$ cat src/rtl/pipe_stage_fifo.sv
// pipe_stage_fifo: elastic pipeline stage with DEPTH-entry skid FIFO and exception merge.
// Optional back-pressure counter on stall_cnt when PIPE_STALL_CNT_EN is defined.
module pipe_stage_fifo #(
  parameter int DATA_W = 128,
  parameter int DEPTH  = 2,
  parameter int EXC_W  = 5
) (
  input  logic                       clk,
  input  logic                       rst,
  input  logic                       flush,
  input  logic                       in_valid,
  output logic                       in_ready,
  input  logic [DATA_W-1:0]          in_data,
  input  logic                       in_exc,
  input  logic [EXC_W-1:0]           in_exccode,
  input  logic [31:0]                in_badvaddr,
  input  logic                       loc_exc,
  input  logic [EXC_W-1:0]           loc_exccode,
  input  logic [31:0]                loc_badvaddr,
  output logic                       out_valid,
  input  logic                       out_ready,
  output logic [DATA_W-1:0]          out_data,
  output logic                       out_exc,
  output logic [EXC_W-1:0]           out_exccode,
  output logic [31:0]                out_badvaddr,
`ifdef PIPE_STALL_CNT_EN
  output logic [31:0]                stall_cnt,
`endif
  output logic [$clog2(DEPTH+1)-1:0] count
);
  localparam int PW = DEPTH > 1 ? $clog2(DEPTH) : 1;
  localparam int CW = $clog2(DEPTH + 1);
  typedef struct packed {
    logic [DATA_W-1:0] data;
    logic              exc;
    logic [EXC_W-1:0]  code;
    logic [31:0]       bad;
  } entry_t;
  entry_t        mem_q [DEPTH];
  entry_t        mem_d [DEPTH];
  entry_t        ent, head;
  logic [PW-1:0] head_q, head_d, tail_q, tail_d;
  logic [CW-1:0] count_q, count_d;
  logic          enq, deq;
  function automatic logic [PW-1:0] inc(input logic [PW-1:0] p);
    return (p == PW'(DEPTH - 1)) ? '0 : p + 1'b1;
  endfunction
  assign in_ready     = count_q < CW'(DEPTH);
  assign out_valid    = count_q != '0;
  assign head         = mem_q[head_q];
  assign out_data     = head.data;
  assign out_exc      = out_valid & head.exc;
  assign out_exccode  = head.code;
  assign out_badvaddr = head.bad;
  assign count        = count_q;
  assign enq          = in_valid & in_ready;
  assign deq          = out_valid & out_ready;
  always_comb begin
    ent.data = in_data;
    ent.exc  = in_exc | loc_exc;
    ent.code = in_exc ? in_exccode : loc_exc ? loc_exccode : '0;
    ent.bad  = in_exc ? in_badvaddr : loc_exc ? loc_badvaddr : '0;
    mem_d    = mem_q;
    if (enq && !flush) mem_d[tail_q] = ent;
    head_d   = flush ? '0 : deq ? inc(head_q) : head_q;
    tail_d   = flush ? '0 : enq ? inc(tail_q) : tail_q;
    count_d  = flush ? '0 : count_q + CW'(enq) - CW'(deq);
  end
  always_ff @(posedge clk) begin
    if (rst) begin
      head_q  <= '0;
      tail_q  <= '0;
      count_q <= '0;
      mem_q   <= '{default: '0};
    end else begin
      head_q  <= head_d;
      tail_q  <= tail_d;
      count_q <= count_d;
      mem_q   <= mem_d;
    end
  end
`ifdef PIPE_STALL_CNT_EN
  logic [31:0] stall_q, stall_d;
  assign stall_cnt = stall_q;
  // saturating; flush deliberately leaves it alone
  assign stall_d = (out_valid && !out_ready && !(&stall_q)) ? stall_q + 32'd1 : stall_q;
  always_ff @(posedge clk) begin
    if (rst) stall_q <= '0;
    else stall_q <= stall_d;
  end
`endif
endmodule

$ cat config.mk
export PLATFORM = sky130hd
export DESIGN_NAME = pipe_stage_fifo
export DESIGN_NICKNAME = d
export VERILOG_FILES = /design/src/rtl/pipe_stage_fifo.sv
export SDC_FILE = /design/constraint.sdc
export NUM_CORES = 1
export LEC_CHECK = 0
export ABC_AREA = 0
export BUFFER_PORTS_ARGS = -buffer_cell sky130_fd_sc_hd__buf_2
export CORE_MARGIN = 2
export CORE_UTILIZATION = 50
export CTS_CLUSTER_SIZE = 8
export DETAILED_ROUTE_END_ITERATION = 10
export MAX_ROUTING_LAYER = met4
export PLACE_DENSITY = 0.78
export SKIP_CTS_REPAIR_TIMING = 1
export SYNTH_ARGS = -nofsm -noshare
export SYNTH_HDL_FRONTEND = slang
export SYNTH_SLANG_ARGS = --single-unit
export TNS_END_PERCENT = 50
$ cat constraint.sdc
create_clock -name clk -period 2.1 [get_ports clk]
set_input_delay 0.105 -clock clk [delete_from_list [all_inputs] [get_ports clk]]
set_output_delay 0.105 -clock clk [all_outputs]
set_load 0.01 [all_outputs]
==> Word level (Yosys, flattened, before mapping) <==
Cells that the tools add are included.
{ "word_totals": {"register_bits": 336, "out_inout_bits": 170, "elab_cells": 42} }
{ "classes": {"addsub": 4, "order_cmp": 4, "n_mux": 12, "bitwise": 6, "reduce_logical": 5} }
{ "op_table": {"columns": ["cell", "n"], "rows": [
  ["two-way mux 166 bit", 4],
  ["bitwise mux 332 bit", 1],
  ["demux 166 bit (select 1 bit)", 1],
  ["two-way mux 32 bit", 2],
  ["two-way mux 5 bit", 2],
  [">= comparator 2 bit (second input constant)", 2],
  ["NOT 1 -> 2 bit", 2],
  ["AND 1 bit", 3],
  ["adder 1 bit (second input constant)", 2],
  ["adder 2 x 1 -> 2 bit", 1],
  ["logical AND 1 bit", 2],
  ["less-than comparator 2 x 1 -> 1 bit (second input constant)", 1],
  ["less-than comparator 2 bit (second input constant)", 1],
  ["two-way mux 1 bit", 2],
  ["nonzero test 2 bit", 1],
  ["OR reduction 2 bit", 1],
  ["subtractor 2 x 1 -> 2 bit", 1],
  ["zero test 1 bit", 1],
  ["bitwise OR 1 bit", 1]
]} }

==> Logic depth before layout (Yosys ltp) <==
Gate-level depths: netlist (run 1).
{ "depth": {"word_depth": 6, "mapped_depth": 7, "mapped_depth_nobuf": 6} }

==> Least setup slack after synthesis (run 1) <==
No wires, ideal clock.
{ "synth_timing": {"kind": "register -> register", "start": "reg count_q[1] (netlist: count[1])", "end": "reg mem_q[167] (netlist bit)", "setup_time_ns": 0.132, "arrival_time_ns": 1.533, "required_time_ns": 1.968, "slack_ns": 0.435, "path_stages_with_launch": 7, "cell_sequence": "dfxtp_1 > buf_6 > or4b_4 > buf_2 > buf_6 > a221oi_2 > nor3_1"} }
{ "synth_between": {"elab_chain_cells": 3} }
{ "synth_rtl": {"columns": ["item", "line_no", "text"], "rows": [
  ["from (decl)", "43", "logic [CW-1:0] count_q, count_d;"],
  ["from (signal assigned)", "78", "count_q <= count_d;"],
  ["less-than comparator 2 bit", "48", "assign in_ready = count_q < CW'(DEPTH);"],
  ["AND 1 bit", "56", "assign enq = in_valid & in_ready;"],
  ["logical AND 1 bit", "64", "if (enq && !flush) mem_d[tail_q] = ent;"],
  ["to (signal assigned)", "79", "mem_q <= mem_d;"],
  ["to (decl)", "39", "entry_t mem_q [DEPTH];"]
]} }
Every way passes these cells.
A chain may end at the register's enable or synchronous reset.

==> Worst setup path in the final report (run 1) <==
{ "layout_timing": {"start": "reg head_q", "end": "out out_data[77]"} }
{ "layout_between": {"elab_chain_cells": 4} }
{ "layout_rtl": {"columns": ["item", "line_no", "text"], "rows": [
  ["from (decl)", "42", "logic [PW-1:0] head_q, head_d, tail_q, tail_d;"],
  ["from (signal assigned)", "71", "head_q <= '0;"],
  ["from (signal assigned)", "76", "head_q <= head_d;"],
  ["NOT 1 -> 2 bit (not written as such)", "50", "assign head = mem_q[head_q];"],
  ["two-way mux 166 bit (not written as such) (3 in series)", "50", null],
  ["to (decl)", "22", "output logic [DATA_W-1:0] out_data,"]
]} }
Every way passes these cells. The select of a mux whose other input is x is not followed.

==> metrics.csv, run 1 <==
stage;metric;value;unit
status;run_status;complete, but fails checks;
status;violations;negative hold slack;
power_and_ir_drop;total_leakage_power;8.16;nW
clock_tree;maximum_number_of_buffers_from_clock_root_to_sink;3;
hold_path;worst_hold_path_type;in2reg;
synthesis;xor_xnor_share_of_the_synthesized_area;0.00124;
floorplanning;initial_utilization;0.508;
timing;max_freq;0.503;GHz
timing;worstMarginPinSlew;0.504;ns
synthesis;synth.top_cells.by_area;dfxtp_1, nand2_1, mux2_2;
setup_path;critPathMaxFanout;20;
synthesis;synth_seq_area_share;0.475;
global_route;groute.usage.overall;0.264;
floorplanning;io_pins;379;
timing;fin_hold_ws;-0.0382;ns
flow_run;number_of_max_cap_violations;0;
power_and_ir_drop;p_comb_frac;0.127;
global_route;grt_util_met3;0.0737;
timing;grt_setup_unrepaired;no;
setup_path;criticalPathCategory;reg2out;
finish;synthToLayoutAreaGrowth;39.4;%
hold_path;hold_crit_depth;3;
power_and_ir_drop;power_density;774;nW/µm²
route;sum_of_routed_wire_length_over_all_layers;47.1;mm
synthesis;yosys-mux-area-fraction;0.132;
global_route;maximum_number_of_pins_on_one_net_before_global_route_repair;97;
power_and_ir_drop;vdd.ir_drop.worst;626;µV
timing;period_utilization;0.946;
placed_design;globalplace.congestion;0.804;
synthesis;synth_top_family_by_area;simple AND/OR/NAND/NOR gates;
floorplanning;placement_rows;61;
finish;layout.cells.most_common;nand2_1;
setup_path;timing.critical_path.arrival;1.88;ns
power_and_ir_drop;seq_power_share;0.441;
setup_path;crit_chain;buf_12, buf_12, mux2_2, buf_2;
setup_path;critical-path-max-stage-delay;0.40;ns
placed_design;buffer_ports.inserted;378;
timing;worst_clock_skew;0.0219;ns
global_route;number_of_antenna_violations_at_the_first_check_in_global_routing;3;
finish;final_nets;2398;
global_route;most_congested_layer_reported_by_global_routing;met2;
timing;report.final.setup_viol;0;
floorplanning;die-area;29700;µm²
global_route;grt.overflow.total;0;
setup_path;end_of_the_worst_register_to_register_path;mem_q[166]$_SDFFE_PP0P_;
synthesis;ys.warnings.count;0;
synthesis;async_flop_share;0;
synthesis;synth_adder_area_share;0.000884;
route;drc;0;
setup_path;timing.critical_path.required;2.00;ns
power_and_ir_drop;switching_portion_of_total_power;0.245;
timing;report.final.slew_viol_count;0;
finish;post_layout_nonfiller_instances;2572;
route;antenna_violating_nets_remaining;0;
hold_path;hold_ep;mem_q[176]$_SDFFE_PP0P_;
clock_tree;worst_setup_hold_path_clk_slew;0.05;ns
placed_design;placed_cells;2316;
finish;layout_cell_share_with_drive_strength_beyond_1;0.304;
synthesis;number_of_synthesized_flops_with_an_enable_pin;0;
clock_tree;cts-buffers-inserted;47;
setup_path;worst_path_max_delay_cell;dfxtp_4;
timing;final_hold_viol_count;1;
timing;timing.slew.headroom;0.664;
placed_design;dp.final_hpwl;25.3;mm
synthesis;ys_seq_elements;336;
setup_path;reg2regPathDepth;4;
setup_path;critical_path.endpoint_type;output port;
floorplanning;coreArea;27900;µm²
synthesis;syn_area_per_cell;8.47;µm²
clock_tree;tritoncts;yes;
synthesis;synthFlopType;dfxtp_1;
synthesis;complex_gate_fraction_of_the_synthesized_area;0.152;
power_and_ir_drop;p_sw;0.00374;W
synthesis;post_synthesis_instance_area;14200;µm²
power_and_ir_drop;intPower;0.0115;W
setup_path;critical_path.startpoint_type;flip-flop;
synthesis;netlist.top_cell.by_area;dfxtp_1;
power_and_ir_drop;pwr-share-clk;0.431;
setup_path;critical_path.reg2reg.startpoint;tail_q$_SDFFE_PP0P_;
clock_tree;root_buffer;clkbuf_16;
route;route.detailed.vias_per_inst;5.68;
route;vias;14600;
clock_tree;clock_insertion_delay_worst_skew;0.53;ns
synthesis;synthSimpleGateAreaFrac;0.193;
global_route;first_global_vias;12600;
clock_tree;cts_num_sinks;336;
hold_path;worstHoldStart;in_badvaddr[10];
route;avgRoutedWirePerCell;18.3;µm
setup_path;worst_path_most_repeated_cell;buf_12;
global_route;grt_use_met2;0.436;
timing;min_period;1.99;ns
route;drt_first_iter_violations;1416;
floorplanning;die_x;172;µm
synthesis;synthesis.nets;1882;
setup_path;worst-r2r-setup-slack;0.21;ns
finish;final_cell_mix;nand2_1, buf_2, dfxtp_1, a21oi_1, dlygate4sd3_1;
route;detail_route.first_pass.iterations;7;
synthesis;post_synth_inst_count;1672;
floorplanning;die_height;172;µm
synthesis;ys_types;28;
clock_tree;clock_tree.htree_level_count;2;
synthesis;synth_top_area_share;0.475;
global_route;groute.layer.met1.usage;0.298;
global_route;grt_first_pass_wirelength;61.8;mm
==> state kept, by name (all words and copies together), names as in the netlist <==
name / cells
count: 2
head_q: 1
mem_q: 332
tail_q: 1
==> worst max path at each step <==
stage | startpoint | endpoint | cells past startpoint
after global routing | head_q$_SDFFE_PP0P_ | out_data[77] | 4
after floorplan | count[1]$_SDFF_PP0_ | mem_q[167]$_SDFFE_PP0P_ | 6
after global placement | tail_q$_SDFFE_PP0P_ | mem_q[181]$_SDFFE_PP0P_ | 4
after detailed placement | tail_q$_SDFFE_PP0P_ | mem_q[166]$_SDFFE_PP0P_ | 4
after CTS | head_q$_SDFFE_PP0P_ | out_exccode[2] | 4
final | head_q$_SDFFE_PP0P_ | out_data[77] | 4
==> stage by stage <==
| stage | utilization | setup slack, ns | setup TNS (ns) | instance area, µm² | power, W |
|---|---|---|---|---|---|
| floorplan | - | 0.435 | 0 | 14200 | 0.00771 |
| global placement | 0.591 | 0.341 | 0 | 16500 | 0.00836 |
| detailed placement | 0.591 | 0.318 | 0 | 16500 | 0.00840 |
| CTS | 0.635 | -0.0156 | -0.0244 | 17700 | 0.0150 |
| global route | 0.708 | 0.0436 | 0 | 19700 | 0.0158 |
| finish | 0.708 | 0.114 | 0 | 19700 | 0.0153 |
==> critical path, delay by kind of cell (launching register included) <==
| kind | cells | cell delay, ns |
|---|---|---|
| buffers and inverters | 3 | 0.54 |
| flip-flops | 1 | 0.40 |
| multiplexers | 1 | 0.40 |
==> kinds of logic (layout without fill, tap and decap cells) <==
kind of cell | Yosys count | count (layout)
xor gates and xnor gates | 2 | 2
DFF | 336 | 336
other | 0 | 4
and+or+nand+nor | 682 | 682
buffers and inverters | 149 | 667
AOI/OAI and AO/OA | 336 | 336
adders and majority gates | 1 | 1
muxes | 166 | 166
==> layout make-up <==
cell class	instances	area, µm²
fillers	1850	8130
multi-input cells	1187	6820
flip-flops and latches	336	6730
repair buffers	614	4460
clock buffers	49	1200
well taps	378	473
clock inverters	2	25.0
diodes	4	10.0
inverters	2	7.51
==> cell usage after synthesis (2+ instances only) <==
cell type and number:
mux2_2 165, a221oi_1 40, buf_2 51, dfxtp_1 336, nor4bb_1 2, inv_1 2, clkbuf_1 82, nor2b_1 3
buf_1 10, nor2_1 80, and3b_1 2, nand2_1 512, o21ai_0 3, a21oi_1 257, a211oi_1 6, buf_6 4
nor3_1 77, a221oi_2 30
==> power by group through the flow <==
stage / Combinational [W] / Sequential [W] / Clock (W)
detailed placement: 0.00155 / 0.00685 / 0
floorplan: 0.000894 / 0.00682 / 0
global placement: 0.00152 / 0.00684 / 0
CTS: 0.00156 / 0.00673 / 0.00666
finish: 0.00194 / 0.00674 / 0.00659
global route: 0.00209 / 0.00676 / 0.00697
==> layer usage <==
layer / up-vias / routed length (µm)
li1: 6720 / -
met1: 6755 / 17200
met2: 916 / 23100
met3: 222 / 4620
met4: 0 / 2250
met5: - / 0
Power figures use the tool's default switching activity.
==> inputs of run 2 (changes only) <==
- clock period: 2.1 -> 2.3 ns (I/O delays scaled with it)
==> run 2 against run 1 <==
Net effect:
- the run still ends with negative hold slack left
- via count shrank 1.0%
- sequential power shrank 8.8%
- flip-flop and latch count is the same
- critical path type unchanged
- critical endpoint is now out_data[34]
- largest cell class unchanged
- highest routed layer unchanged
==> metrics.csv, run 2 (synthesis gave the netlist of run 1 again) <==
stage;metric;value;unit;change
placed_design;buffer_ports.inserted;378;;unchanged
route;sum_of_routed_wire_length_over_all_layers;45.7;mm;-3.0%
global_route;maximum_number_of_pins_on_one_net_before_global_route_repair;91;;-6.2%
finish;final_cell_mix;nand2_1, buf_2, dfxtp_1, a21oi_1, dlygate4sd3_1;;
timing;report.final.setup_viol;0;;unchanged
clock_tree;root_buffer;clkbuf_16;;
setup_path;critical_path.reg2reg.startpoint;tail_q$_SDFFE_PP0P_;;
route;route.detailed.vias_per_inst;5.64;;-0.82%
hold_path;worst_hold_path_type;in2reg;;
setup_path;critical_path.startpoint;head_q$_SDFFE_PP0P_;;
clock_tree;clock_insertion_delay_worst_skew;0.54;ns;about the same
floorplanning;die_x;172;µm;unchanged
setup_path;timing.critical_path.arrival;2.08;ns;+0.20 ns
setup_path;criticalPathCategory;reg2out;;
finish;largest_register;mem_q;;
floorplanning;die_height;172;µm;unchanged
floorplanning;coreArea;27900;µm²;unchanged
floorplanning;die-area;29700;µm²;unchanged
power_and_ir_drop;vdd.ir_drop.worst;683;µV;+9.1%
clock_tree;maximum_number_of_buffers_from_clock_root_to_sink;3;;unchanged
setup_path;worst_path_max_delay_cell;dfxtp_4;;
timing;min_period;2.19;ns;
setup_path;critical-path-max-stage-delay;0.57;ns;+0.17 ns
placed_design;dp.final_hpwl;25.1;mm;-0.84%
timing;report.final.slew_viol_count;0;;unchanged
setup_path;reg2regPathDepth;4;;unchanged
setup_path;crit_chain;buf_4, mux2_2, buf_2;;
global_route;groute.layer.met1.usage;0.303;;+0.00543
finish;final_nets;2386;;-0.50%
global_route;first_global_vias;13000;;+2.8%
status;run_status;complete, but fails checks;;
placed_design;globalplace.congestion;0.815;;+1.4%
setup_path;critical_path.endpoint_type;output port;;
setup_path;critical_path.startpoint_type;flip-flop;;
timing;worstMarginPinSlew;0.751;ns;+0.247 ns
setup_path;critPathMaxFanout;22;;+10%
clock_tree;clock_tree.htree_level_count;2;;unchanged
finish;layout_cell_share_with_drive_strength_beyond_1;0.303;;about the same
setup_path;timing.critical_path.required;2.18;ns;+0.18 ns
clock_tree;worst_setup_hold_path_clk_slew;0.05;ns;about the same
power_and_ir_drop;pwr-share-clk;0.446;;+0.015
floorplanning;placement_rows;61;;unchanged
setup_path;crit_family;flip-flops;;
clock_tree;cts_num_sinks;336;;unchanged
global_route;grt_util_met3;0.0682;;-0.00549
setup_path;critical_path_buf_inv_count;2;;-1
route;antenna_violating_nets_remaining;0;;unchanged
power_and_ir_drop;total_leakage_power;8.15;nW;-0.24%
timing;max_freq;0.456;GHz;
flow_run;number_of_max_cap_violations;0;;unchanged
setup_path;setup.worst_path.end;out_data[34];;
timing;timing.slew.headroom;0.498;;-0.166
timing;fin_setup_tns;0;ns;unchanged
power_and_ir_drop;p_sw;0.00343;W;-8.3%
clock_tree;tritoncts;yes;;
power_and_ir_drop;power_density;724;nW/µm²;-6.4%
finish;largest_reg_flops;332;;unchanged
power_and_ir_drop;intPower;0.0108;W;-6.3%
clock_tree;cts-buffers-inserted;48;;+2.1%
global_route;most_congested_layer_reported_by_global_routing;met2;;
global_route;grt_first_pass_wirelength;63.0;mm;+1.9%
global_route;grt_use_met2;0.438;;+0.00210
timing;period_utilization;0.953;;
timing;fin_hold_ws;-0.0409;ns;-0.00271 ns
status;violations;negative hold slack;;
setup_path;worst-r2r-setup-slack;0.19;ns;-0.02 ns
route;avgRoutedWirePerCell;17.8;µm;-2.8%
finish;synthToLayoutAreaGrowth;38.7;%;
timing;final_hold_viol_count;15;;+14
finish;layout.cells.most_common;nand2_1;;
route;drc;0;;unchanged
power_and_ir_drop;p_comb_frac;0.121;;-0.006
global_route;grt.overflow.total;0;;unchanged
global_route;number_of_antenna_violations_at_the_first_check_in_global_routing;4;;+1
setup_path;levels_on_crit_path;3;;-1
timing;worst_clock_skew;0.0135;ns;-0.00840 ns
power_and_ir_drop;seq_power_share;0.433;;-0.008
power_and_ir_drop;switching_portion_of_total_power;0.241;;-0.00400
route;detail_route.first_pass.iterations;8;;+1
route;vias;14500;;-1.0%
floorplanning;initial_utilization;0.508;;unchanged
timing;grt_setup_unrepaired;no;;
route;drt_first_iter_violations;1192;;-16%
setup_path;end_of_the_worst_register_to_register_path;mem_q[2]$_SDFFE_PP0P_;;
floorplanning;io_pins;379;;unchanged
global_route;groute.usage.overall;0.267;;+0.00325
-- run 2: power by group through the flow --
stage / Sequential (W) / Combinational, W / Clock, W
6_report: 0.00615 / 0.00172 / 0.00635
5_1_grt: 0.00617 / 0.00184 / 0.00668
4_1_cts: 0.00615 / 0.00141 / 0.00644
3_5_place_dp: 0.00626 / 0.00140 / 0
3_3_place_gp: 0.00625 / 0.00137 / 0
2_1_floorplan: 0.00623 / 0.000817 / 0
-- run 2: worst reg2reg max path: stages, from the launching register on --
cell           delay (ns)
dfxtp_1              0.49
nand4bb_4            0.41
a221oi_1             0.43
dlygate4sd3_1        0.61
nor3_1               0.05
-- run 2: layer usage --
layer  vias to the layer above  part of all wire
met4                         0             0.047
li1                       6684                 -
met3                       188             0.085
met1                      6807              0.38
met2                       781              0.49
met5                         -                 0
-- run 2: worst min path at each step --
stage	from	endpoint	cells past startpoint
3_3_place_gp	in_data[76]	mem_q[114]$_SDFFE_PP0P_	3
6_report	in_badvaddr[12]	mem_q[178]$_SDFFE_PP0P_	3
3_5_place_dp	in_data[16]	mem_q[220]$_SDFFE_PP0P_	3
5_1_grt	loc_badvaddr[11]	mem_q[177]$_SDFFE_PP0P_	3
4_1_cts	in_data[16]	mem_q[220]$_SDFFE_PP0P_	3
2_1_floorplan	in_data[62]	mem_q[100]$_SDFFE_PP0P_	2
-- run 2: stage by stage --
stage / power (W) / util / area, µm² / cells / worst slack [ns]
finish: 0.0142 / 0.705 / 19600 / 2566 / 0.109
global route: 0.0147 / 0.705 / 19600 / 2564 / 0.0452
CTS: 0.0140 / 0.635 / 17700 / 2367 / 0.121
detailed placement: 0.00766 / 0.588 / 16400 / 2311 / 0.455
global placement: 0.00762 / 0.588 / 16400 / 2311 / 0.507
floorplan: 0.00704 / - / 14200 / 1672 / 0.635
-- run 2: cell type report --
class / count / area, µm²
clock inverter: 2 / 46.3
tap: 378 / 473
sequential: 336 / 6730
clock buffer: 54 / 1280
multi-input combinational: 1187 / 6820
inverter: 2 / 7.51
fill: 1873 / 8220
antenna: 6 / 15.0
timing repair buffer: 601 / 4270
==> inputs of run 3 (changes only) <==
- ABC_AREA: 0 -> unset
- CORE_UTILIZATION: 50 -> 35
- PLACE_DENSITY: 0.78 -> 0.59
==> run 3 against run 2 <==
Net effect:
- the flow still finishes with violations (negative hold slack)
- global-route usage fell by 6.6 points
- fmax is 0.73% lower
- register-to-register slack worse by 0.03 ns
- non-clock buffer count increased by 16
- design area rose by 1.4%
- critical path depth did not move
- sequential share of layout area shrank 0.47 points
- flip-flop and latch count did not move
- first-iteration DRC count is 28% lower
- routed wire length down 2.8%
- sequential power about the same
==> metrics.csv, run 3 (synthesis gave the netlist of run 1 again) <==
stage;metric;value;unit;change
status;run_status;complete, but fails checks;;
status;violations;negative hold slack;;
floorplanning;coreArea;39800;µm²;+43%
floorplanning;die_height;205;µm;+19%
timing;max_freq;0.453;GHz;-0.73%
finish;final-seq-area;6730;µm²;unchanged
timing;fin_setup_tns;0;ns;unchanged
global_route;grt.overflow.total;0;;unchanged
clock_tree;tritoncts;yes;;
timing;timing.slew.headroom;0.409;;-0.0898
setup_path;worst_path_max_delay_cell;dfxtp_4;;
placed_design;globalplace.congestion;0.815;;unchanged
placed_design;preCtsSetupSlack;0.389;ns;-0.0657 ns
timing;worst_clock_skew;0.0224;ns;+0.00889 ns
finish;layout.cells.most_common;nand2_1;;
placed_design;dp.final_hpwl;26.8;mm;+6.6%
setup_path;timing.critical_path.arrival;2.09;ns;about the same
setup_path;critical_path.endpoint_type;output port;;
clock_tree;cts_num_sinks;336;;unchanged
global_route;first_global_vias;12600;;-2.9%
timing;min_period;2.21;ns;+0.0160 ns
route;drt_first_iter_violations;859;;-28%
power_and_ir_drop;pwr-share-clk;0.437;;-0.009
clock_tree;clock_tree.htree_level_count;2;;unchanged
floorplanning;die-area;42100;µm²;+42%
floorplanning;die_x;205;µm;+19%
flow_run;number_of_max_cap_violations;0;;unchanged
finish;synthToLayoutAreaGrowth;40.6;%;
finish;multi_input_comb_area;6820;µm²;unchanged
floorplanning;initial_utilization;0.356;;-0.153
finish;final_nets;2402;;+0.67%
power_and_ir_drop;power_density;703;nW/µm²;-3.0%
timing;period_utilization;0.960;;+0.00698
timing;grt_setup_unrepaired;no;;
global_route;maximum_number_of_pins_on_one_net_before_global_route_repair;104;;+14%
finish;num-fill-cells;3697;;+97%
finish;final_cell_mix;nand2_1, buf_2, dfxtp_1, a21oi_1, dlygate4sd3_1;;
setup_path;critical_path.reg2reg.startpoint;count[1]$_SDFF_PP0_;;
route;drc;0;;unchanged
hold_path;hold_crit_depth;3;;unchanged
setup_path;timing.critical_path.required;2.18;ns;about the same
hold_path;worst_hold_path_type;in2reg;;
clock_tree;worst_setup_hold_path_clk_slew;0.05;ns;about the same
setup_path;worst-r2r-setup-slack;0.16;ns;-0.03 ns
setup_path;critPathMaxFanout;64;;+190%
route;detail_route.first_pass.iterations;7;;-1
route;vias;13800;;-4.8%
timing;worstMarginPinSlew;0.887;ns;+0.136 ns
timing;layout_setup_ws;0.0931;ns;-0.0160 ns
finish;largest_register;mem_q;;
power_and_ir_drop;p_comb_frac;0.123;;+0.002
power_and_ir_drop;total_leakage_power;8.18;nW;+0.47%
hold_path;worstHoldStart;in_badvaddr[25];;
floorplanning;io_pins;379;;unchanged
setup_path;critical-path-max-stage-delay;0.53;ns;-0.04 ns
hold_path;hold_ep;mem_q[191]$_SDFFE_PP0P_;;
global_route;number_of_antenna_violations_at_the_first_check_in_global_routing;1;;-3
setup_path;criticalPathCategory;reg2out;;
setup_path;reg2regPathDepth;4;;unchanged
global_route;groute.usage.overall;0.200;;-0.0664
power_and_ir_drop;seq_power_share;0.439;;+0.006
route;route.detailed.vias_per_inst;5.06;;-10%
power_and_ir_drop;p_sw;0.00340;W;-1.0%
clock_tree;root_buffer;clkbuf_16;;
timing;final_hold_viol_count;4;;-11
power_and_ir_drop;switching_portion_of_total_power;0.243;;+0.00157
power_and_ir_drop;intPower;0.0106;W;-1.9%
clock_tree;cts-buffers-inserted;48;;unchanged
power_and_ir_drop;vdd.ir_drop.worst;533;µV;-22%
placed_design;buffer_ports.inserted;378;;unchanged
floorplanning;placement_rows;73;;+20%
timing;report.final.setup_viol;0;;unchanged
setup_path;crit_chain;buf_12, mux2_2, buf_2;;
route;avgRoutedWirePerCell;16.3;µm;-8.3%
timing;report.final.slew_viol_count;0;;unchanged
clock_tree;maximum_number_of_buffers_from_clock_root_to_sink;3;;unchanged
clock_tree;clock_insertion_delay_worst_skew;0.55;ns;about the same
setup_path;end_of_the_worst_register_to_register_path;mem_q[0]$_SDFFE_PP0P_;;
timing;fin_hold_ws;-0.0157;ns;+0.0252 ns
finish;layout_cell_share_with_drive_strength_beyond_1;0.304;;+0.000481
finish;largest_reg_flops;332;;unchanged
route;antenna_violating_nets_remaining;0;;unchanged
global_route;grt_first_pass_wirelength;65.9;mm;+4.7%
setup_path;critical_path.startpoint_type;flip-flop;;
route;sum_of_routed_wire_length_over_all_layers;44.4;mm;-2.8%
==> run 3: cell count changes in the layout (fill, tap and decap cells not counted), sizes merged <==
cell and delta:
dlygate4sd3 +8, diode -5, buf +8, bufinv -1, clkbuf -2
==> run 3: worst max-delay path, delay by kind of cell (launching register included) <==
family                 cells  cell delay [ns]
multiplexers               1             0.40
flip-flops                 1             0.53
buffers and inverters      2             0.47
==> run 3: through the flow <==
| step | instances | cell area (µm²) | util | power (W) |
|---|---|---|---|---|
| final | 2721 | 19900 | 0.500 | 0.0140 |
| after global routing | 2721 | 19900 | 0.500 | 0.0146 |
| after CTS | 2519 | 17900 | 0.449 | 0.0139 |
| after detailed placement | 2466 | 16600 | 0.418 | 0.00770 |
| after global placement | 2466 | 16600 | 0.418 | 0.00767 |
| after floorplan | 1672 | 14200 | - | 0.00704 |
==> run 3: how the worst max path moves through the flow <==
stage                             start                 endpoint  slack [ns]
finish              head_q$_SDFFE_PP0P_             out_data[94]        0.09
global route        head_q$_SDFFE_PP0P_             out_data[78]        0.02
CTS                 head_q$_SDFFE_PP0P_             out_data[78]        0.04
detailed placement  count[1]$_SDFF_PP0_  mem_q[202]$_SDFFE_PP0P_        0.39
global placement    count[1]$_SDFF_PP0_   mem_q[30]$_SDFFE_PP0P_        0.45
floorplan           count[1]$_SDFF_PP0_  mem_q[167]$_SDFFE_PP0P_        0.64
==> run 3: cell type report <==
class / count / share of cell area
multi-input cells: 1187 / 0.342
flip-flops and latches: 336 / 0.338
repair buffers: 617 / 0.223
clock buffers: 52 / 0.0622
well taps: 525 / 0.0330
clock inverters: 1 / 0.000440
inverters: 2 / 0.000377
diodes: 1 / 0.000126
==> run 3: per-layer routing <==
metal | global-route usage | routed length, µm
met5 | - | 0
met4 | 0.0691 | 1040
met3 | 0.0542 | 3130
met2 | 0.328 | 21600
met1 | 0.237 | 18600
==> run 3: power by group through the flow <==
stage	clock network, W	logic [W]	registers [W]
4_1_cts	0.00632	0.00145	0.00614
5_1_grt	0.00654	0.00188	0.00616
3_5_place_dp	0	0.00144	0.00626
2_1_floorplan	0	0.000817	0.00623
3_3_place_gp	0	0.00142	0.00625
6_report	0.00612	0.00173	0.00614
